### config.mk
export PLATFORM = sky130hd
export DESIGN_NAME = axis_packet_router
export DESIGN_NICKNAME = d
export VERILOG_FILES = /design/src/rtl/axis_packet_router.sv
export SDC_FILE = /design/constraint.sdc
export NUM_CORES = 1
export LEC_CHECK = 0
export CAP_MARGIN = 20
export CORE_MARGIN = 1
export CORE_UTILIZATION = 53
export DETAILED_ROUTE_END_ITERATION = 8
export HOLD_SLACK_MARGIN = 0.03
export MAX_ROUTING_LAYER = met4
export PLACE_DENSITY = 0.83
export SLEW_MARGIN = 40
export SYNTH_ARGS = -nofsm -noshare
export SYNTH_HDL_FRONTEND = slang
export SYNTH_SLANG_ARGS = --single-unit
### constraint.sdc
create_clock -name clk -period 8.21 [get_ports clk]
set_clock_uncertainty 0.2 [all_clocks]
set_input_delay 2.0525 -clock clk [delete_from_list [all_inputs] [get_ports clk]]
set_output_delay 2.0525 -clock clk [all_outputs]
set_load 0.02 [all_outputs]
### src/rtl/axis_packet_router.sv
// AXI-Stream packet router: pairs each packet with a destination from an
// address FIFO and forwards it with tdest, or drops it when out of range.
module axis_packet_router #(
  parameter int DATA_WIDTH = 64,
  parameter int KEEP_WIDTH = DATA_WIDTH/8,
  parameter int DEST_WIDTH = 32,
  parameter int NUM_DEST   = 4,
  parameter int ADDR_DEPTH = 4
) (
  input  logic                  clk,
  input  logic                  rst,
  input  logic [DATA_WIDTH-1:0] s_packet_axis_tdata,
  input  logic [KEEP_WIDTH-1:0] s_packet_axis_tkeep,
  input  logic                  s_packet_axis_tvalid,
  input  logic                  s_packet_axis_tlast,
  output logic                  s_packet_axis_tready,
  input  logic [DEST_WIDTH-1:0] s_addr_axis_tdata,
  input  logic                  s_addr_axis_tvalid,
  output logic                  s_addr_axis_tready,
  output logic [DATA_WIDTH-1:0] m_packet_axis_tdata,
  output logic [KEEP_WIDTH-1:0] m_packet_axis_tkeep,
  output logic                  m_packet_axis_tvalid,
  output logic                  m_packet_axis_tlast,
  output logic [DEST_WIDTH-1:0] m_packet_axis_tdest,
  input  logic                  m_packet_axis_tready,
  input  logic                  drop_all,
  output logic [31:0]           fwd_count,
  output logic [31:0]           drop_count
);

  localparam int PW = $clog2(ADDR_DEPTH);
  localparam int CW = PW + 1;

  typedef enum logic [1:0] {
    IDLE,
    FORWARD,
    DROP
  } state_t;

  state_t                state_q, state_d;
  logic [DEST_WIDTH-1:0] mem_q [ADDR_DEPTH];
  logic [PW-1:0]         wr_ptr_q, wr_ptr_d;
  logic [PW-1:0]         rd_ptr_q, rd_ptr_d;
  logic [CW-1:0]         cnt_q, cnt_d;
  logic                  addr_rdy_q, addr_rdy_d;
  logic [DEST_WIDTH-1:0] dest_q, dest_d;
  logic [31:0]           fwd_q, fwd_d;
  logic [31:0]           drop_q, drop_d;

  logic                  wr;
  logic                  rd;
  logic                  empty;
  logic                  eop;
  logic [DEST_WIDTH-1:0] head;

  assign empty = (cnt_q == '0);
  assign head  = mem_q[rd_ptr_q];
  assign wr    = s_addr_axis_tvalid && addr_rdy_q;
  assign rd    = (state_q == IDLE) && !empty;
  assign eop   = s_packet_axis_tvalid && s_packet_axis_tready
               && s_packet_axis_tlast;

  assign s_addr_axis_tready  = addr_rdy_q;
  assign m_packet_axis_tdata = s_packet_axis_tdata;
  assign m_packet_axis_tkeep = s_packet_axis_tkeep;
  assign m_packet_axis_tlast = s_packet_axis_tlast;
  assign m_packet_axis_tdest = dest_q;
  assign fwd_count           = fwd_q;
  assign drop_count          = drop_q;

  always_comb begin
    s_packet_axis_tready = 1'b0;
    m_packet_axis_tvalid = 1'b0;
    unique case (state_q)
      FORWARD: begin
        s_packet_axis_tready = m_packet_axis_tready;
        m_packet_axis_tvalid = s_packet_axis_tvalid;
      end
      DROP: s_packet_axis_tready = 1'b1;
      default: ;
    endcase
  end

  always_comb begin
    state_d  = state_q;
    wr_ptr_d = wr_ptr_q;
    rd_ptr_d = rd_ptr_q;
    dest_d   = dest_q;
    fwd_d    = fwd_q;
    drop_d   = drop_q;
    if (wr) wr_ptr_d = wr_ptr_q + 1'b1;
    if (rd) rd_ptr_d = rd_ptr_q + 1'b1;
    cnt_d = cnt_q + CW'(wr) - CW'(rd);
    // Ready is registered so it stays low throughout reset.
    addr_rdy_d = (cnt_d != CW'(ADDR_DEPTH));
    unique case (state_q)
      IDLE: begin
        if (!empty) begin
          dest_d = head;
          if (head >= DEST_WIDTH'(NUM_DEST) || drop_all)
            state_d = DROP;
          else
            state_d = FORWARD;
        end
      end
      FORWARD: begin
        if (eop) begin
          state_d = IDLE;
          if (fwd_q != '1) fwd_d = fwd_q + 32'd1;
        end
      end
      DROP: begin
        if (eop) begin
          state_d = IDLE;
          if (drop_q != '1) drop_d = drop_q + 32'd1;
        end
      end
      default: state_d = IDLE;
    endcase
  end

  always_ff @(posedge clk or negedge rst) begin
    if (!rst) begin
      state_q    <= IDLE;
      wr_ptr_q   <= '0;
      rd_ptr_q   <= '0;
      cnt_q      <= '0;
      addr_rdy_q <= 1'b0;
      dest_q     <= '0;
      fwd_q      <= '0;
      drop_q     <= '0;
      for (int i = 0; i < ADDR_DEPTH; i++) mem_q[i] <= '0;
    end else begin
      state_q    <= state_d;
      wr_ptr_q   <= wr_ptr_d;
      rd_ptr_q   <= rd_ptr_d;
      cnt_q      <= cnt_d;
      addr_rdy_q <= addr_rdy_d;
      dest_q     <= dest_d;
      fwd_q      <= fwd_d;
      drop_q     <= drop_d;
      if (wr) mem_q[wr_ptr_q] <= s_addr_axis_tdata;
    end
  end

endmodule

### After elaboration in Yosys (flattened, before gate mapping)

Index checks and enable logic that the tools add are counted.

* reductions and logical operators: 14
* $lt $le $gt $ge: 4
* multiply operators: 0
* muxes and demuxes: 12
* div/mod/pow operators: 0
* eq/ne operators: 7
* bitwise logic cells: 3
* add/subtract/negate cells: 6
* shift-type cells: 0

Operators by type and width (count)
* 128-bit bitwise mux: 1
* 32-bit 2-to-1 mux: 3
* 32-bit by 1-bit adder with 32-bit output (second input constant): 2
* 32-bit binary-select mux with 2-bit select: 1
* 32-bit demux with 2-bit select: 1
* 32-bit != test (second input constant): 2
* 32-bit by 3-bit greater-or-equal comparator with 1-bit output (second input constant): 1
* 3-bit greater-or-equal comparator (second input constant): 2
* 2-bit 2-to-1 mux: 3
* 2-bit NOT with 3-bit output: 2
* 3-bit AND reduction: 2
* 1-bit logical AND: 5
* 2-bit by 1-bit adder with 2-bit output (second input constant): 2
* 2-bit case mux with 2 select lines: 1
* 2-bit AND reduction: 2
* 3-bit by 1-bit adder with 3-bit output: 1
* 3-bit zero test: 1
* 3-bit by 1-bit < comparator with 1-bit output (second input constant): 1
* 3-bit != test (second input constant): 1
* 3-bit by 1-bit subtractor with 3-bit output: 1
* 2-bit by 1-bit equality test with 1-bit output (second input constant): 1
* 2-bit equality test (second input constant): 1
* 2-bit zero test: 1
* 2-bit by 1-bit != test with 1-bit output (second input constant): 1
* other kinds (7): 7

* bits in read-only memories: 0
* bits in latches: 0
* memory bits (writable): 0
* word-level logic and storage cells: 58
* register bits after elaboration: 234
* bits of input ports: 111
* output and inout port bits: 172
* memories kept: 0

### Longest topological paths before layout

* depth after elaboration: 9
* mapped depth: 13
* mapped depth without buffers: 11

### Worst setup path before layout

Ideal clock, no wire load.

* kind: input-to-output
* start point: input m_packet_axis_tready
* end point: output s_packet_axis_tready
* slack: 3534 ps
* stages: 2
* data required time: 5957 ps
* arrival time: 2424 ps
* cells stage by stage: a21oi_1 nor2b_1

* word-level cells in the longest chain between the ends: 1

Ends and longest elaborated chain
* from (decl): RTL line 25 `input logic m_packet_axis_tready,`
* 1-bit case mux with 2 select lines: RTL line 74 `unique case (state_q)`
* to (decl): RTL line 16 `output logic s_packet_axis_tready,`

No other way between the ends.

### Final worst setup path

Ends and elaborated chain as after synthesis.

==> reports/results.tsv <==
metric	value	unit
ctsResizeCount	0	
stdcell_area	13000	um^2
path_max_fanout	2	
antenna_found_initial	0	
vias	7051	
whs	0.2716	ns
fin_util	63.82	%
internal_power	3.141	mW
numCtsBuffers	25	
async_flop_share	100.0	%
hold_viol_final	0	
status	finished clean	
grt_pass1_vias	7053	
avgViaCountPerCell	5.719	
grt_max_degree	83	
ys_types	42	
firstDrtPassIters	5	
seq_area_frac_synth	52.85	%
period_minus_slack	5.710	ns
final_cells	1233	
max_freq	0.1751	GHz
hold_path_class	flop to flop	
final_layout_size_suffix_gt1_share	21.29	%
worstSetupPathType	input pin to output port	
fill_cells	1498	
synthFlopType	dfrtp_1	
cts_setup_buffers	0	
min_period_over_period	69.55	%
p_leak	5.887	nW
maxCapViolCount	0	
place_inst	1190	
yosysMostFrequentCell	dfrtp_1	
required	5.96	ns
critPathLaunchType	input pin	
syn-num-nets	1000	
switching_power	1.464	mW
htreeDepth	1	
synth_largest_area_cell	dfrtp_1	
p_sw_share	31.80	%
initial_core_util	54.41	%
clkTransAtPathRegs	0.06	ns
clock_latency	0.51	ns
synth_top_area_share	52.85	%
drv_slew	0	
antenna_cells	0	
crit_arrival	3.46	ns
ant_nets	0	
synth_seq_cells	234	
ir_worst_vdd	0.2128	mV
die_h	146.6	um
synth.area.top_cells	dfrtp_1, mux2_2, buf_4, nand2_1, xor2_1	
rsz0062_at_grt	no	
fp.dieW	146.6	um
worst_pin_slew	0.7490	ns
power	4.606	mW
cts_tree	yes	
avgSynthCellArea	12.63	um^2
wl_per_cell	20.14	um
synth_area	11080	um^2
ctsHoldBuffers	0	
power_density	354.4	nW/um^2
relSlewSlack	49.69	%
tns	0	ns
place_area	12170	um^2
setup_violations	0	
coreArea	20360	um^2
grt_pass1_wl	39850	um
syn_inst	877	
io_buffers	138	
clock_power_share	24.5	%
grt_remaining_overflow	0	
max-clock-path-buffers	3	
drc_errors	0	
cts.sinks	234	
gp_congestion	0.8422	
place_hpwl	17150	um
synthTopCellsByCount	dfrtp_1, mux2_2, nand2_1, buf_4, xor2_1	
synth_edf_count	0	
grt_usage	24.52	%
fp-row-count	52	
pin_count	283	
drtIter0Drc	366	
cp-end-kind	output port	
dpl_worst_slack	2.519	ns
area_growth	17.30	%
die_area	21490	um^2
yosysWarnings	0	
power.share.sequential	41.2	%
final_net_count	1070	
p_comb_share	34.3	%
routed_wl	24830	um
cts_root_buffer	clkbuf_16	
finalWorstSetupSlack	2.500	ns
## layout make-up
cell class | instances | area (um^2) | area share [%]
sequential | 234 | 5863 | 45.11
multi-input combinational | 527 | 4443 | 34.19
timing repair buffer | 147 | 1480 | 11.39
clock buffer | 28 | 636.9 | 4.900
tap | 270 | 337.8 | 2.599
clock inverter | 15 | 188.9 | 1.454
inverter | 12 | 46.29 | 0.3562
## cells in the final DEF, fill, tap and decap left out, types with 2 or more instances in the layout
master           count
clkinv_2             7
nor3_1              33
or3_1                5
nor2_1              12
nand4_1             12
mux4_2              16
nand2b_1             3
nor4_1              17
xor2_1              52
mux4_1              16
clkinvlp_4           4
nor4b_1              5
buf_4                7
and2_1               4
clkbuf_16           25
nand2_1            123
and4_1               7
xnor2_1             15
clkdlybuf4s50_1    137
nor3b_1              7
nand3_1             34
and3_1              10
mux2_2             130
o21ai_0              3
dfrtp_4              2
bufinv_16            4
inv_1               11
clkbuf_1             3
ha_1                11
dfrtp_1            232
## state kept, by name, indices dropped and copies added, names as in the netlist
| name | count |
|---|---|
| wr_ptr_q | 2 |
| rd_ptr_q | 2 |
| cnt_q | 3 |
| state_q | 2 |
| fwd_count | 32 |
| mem_q | 128 |
| drop_count | 32 |
| s_addr_axis_tready | 1 |
| m_packet_axis_tdest | 32 |
## final timing paths
path | depth (start not counted) | to | slack [ns] | startpoint
worst max-delay path | 4 | s_packet_axis_tready | 2.50 | m_packet_axis_tready
worst min-delay path | 2 | m_packet_axis_tdest[1] | 0.27 | m_packet_axis_tdest[1]
worst max register to register | 5 | state_q[0] | 5.10 | rd_ptr_q[0]
worst min register to register | 2 | m_packet_axis_tdest[1] | 0.27 | m_packet_axis_tdest[1]
max in group asynchronous | 3 | fwd_count[2] | 5.14 | rst
min in group asynchronous | 1 | drop_count[24] | 1.24 | rst
## cells by family (layout without fill, tap and decap cells)
kind of cell | Yosys count | after routing | share of synthesized area, %
buf+inv | 116 | 202 | 7.047
flops | 234 | 234 | 52.85
fa+ha+maj | 12 | 12 | 1.423
compound gates | 7 | 7 | 0.3951
simple gates | 278 | 278 | 12.63
xor+xnor | 67 | 67 | 5.297
mux | 163 | 163 | 20.36
## critical path: stages
cell,delay (ns)
clkdlybuf4s50_1,0.51
a21oi_1,0.09
nor2b_1,0.16
clkdlybuf4s50_1,0.64
## layer usage
| layer | GRT usage, % | up-vias | part of all wire, % |
|---|---|---|---|
| li1 | - | 3165 | - |
| met1 | 29.71 | 3583 | 39 |
| met2 | 39.91 | 270 | 51 |
| met3 | 7.187 | 33 | 8.3 |
| met4 | 6.771 | 0 | 2.5 |
| met5 | - | - | 0 |
## power by group through the flow
stage | sequential, mW | clock, mW | combinational [mW]
2_1_floorplan | 1.86 | 0 | 1.18
3_3_place_gp | 1.89 | 0 | 1.53
3_5_place_dp | 1.92 | 0 | 1.59
4_1_cts | 1.90 | 1.15 | 1.60
5_1_grt | 1.96 | 1.20 | 1.72
6_report | 1.90 | 1.13 | 1.58
Power figures use the tool's default switching activity.
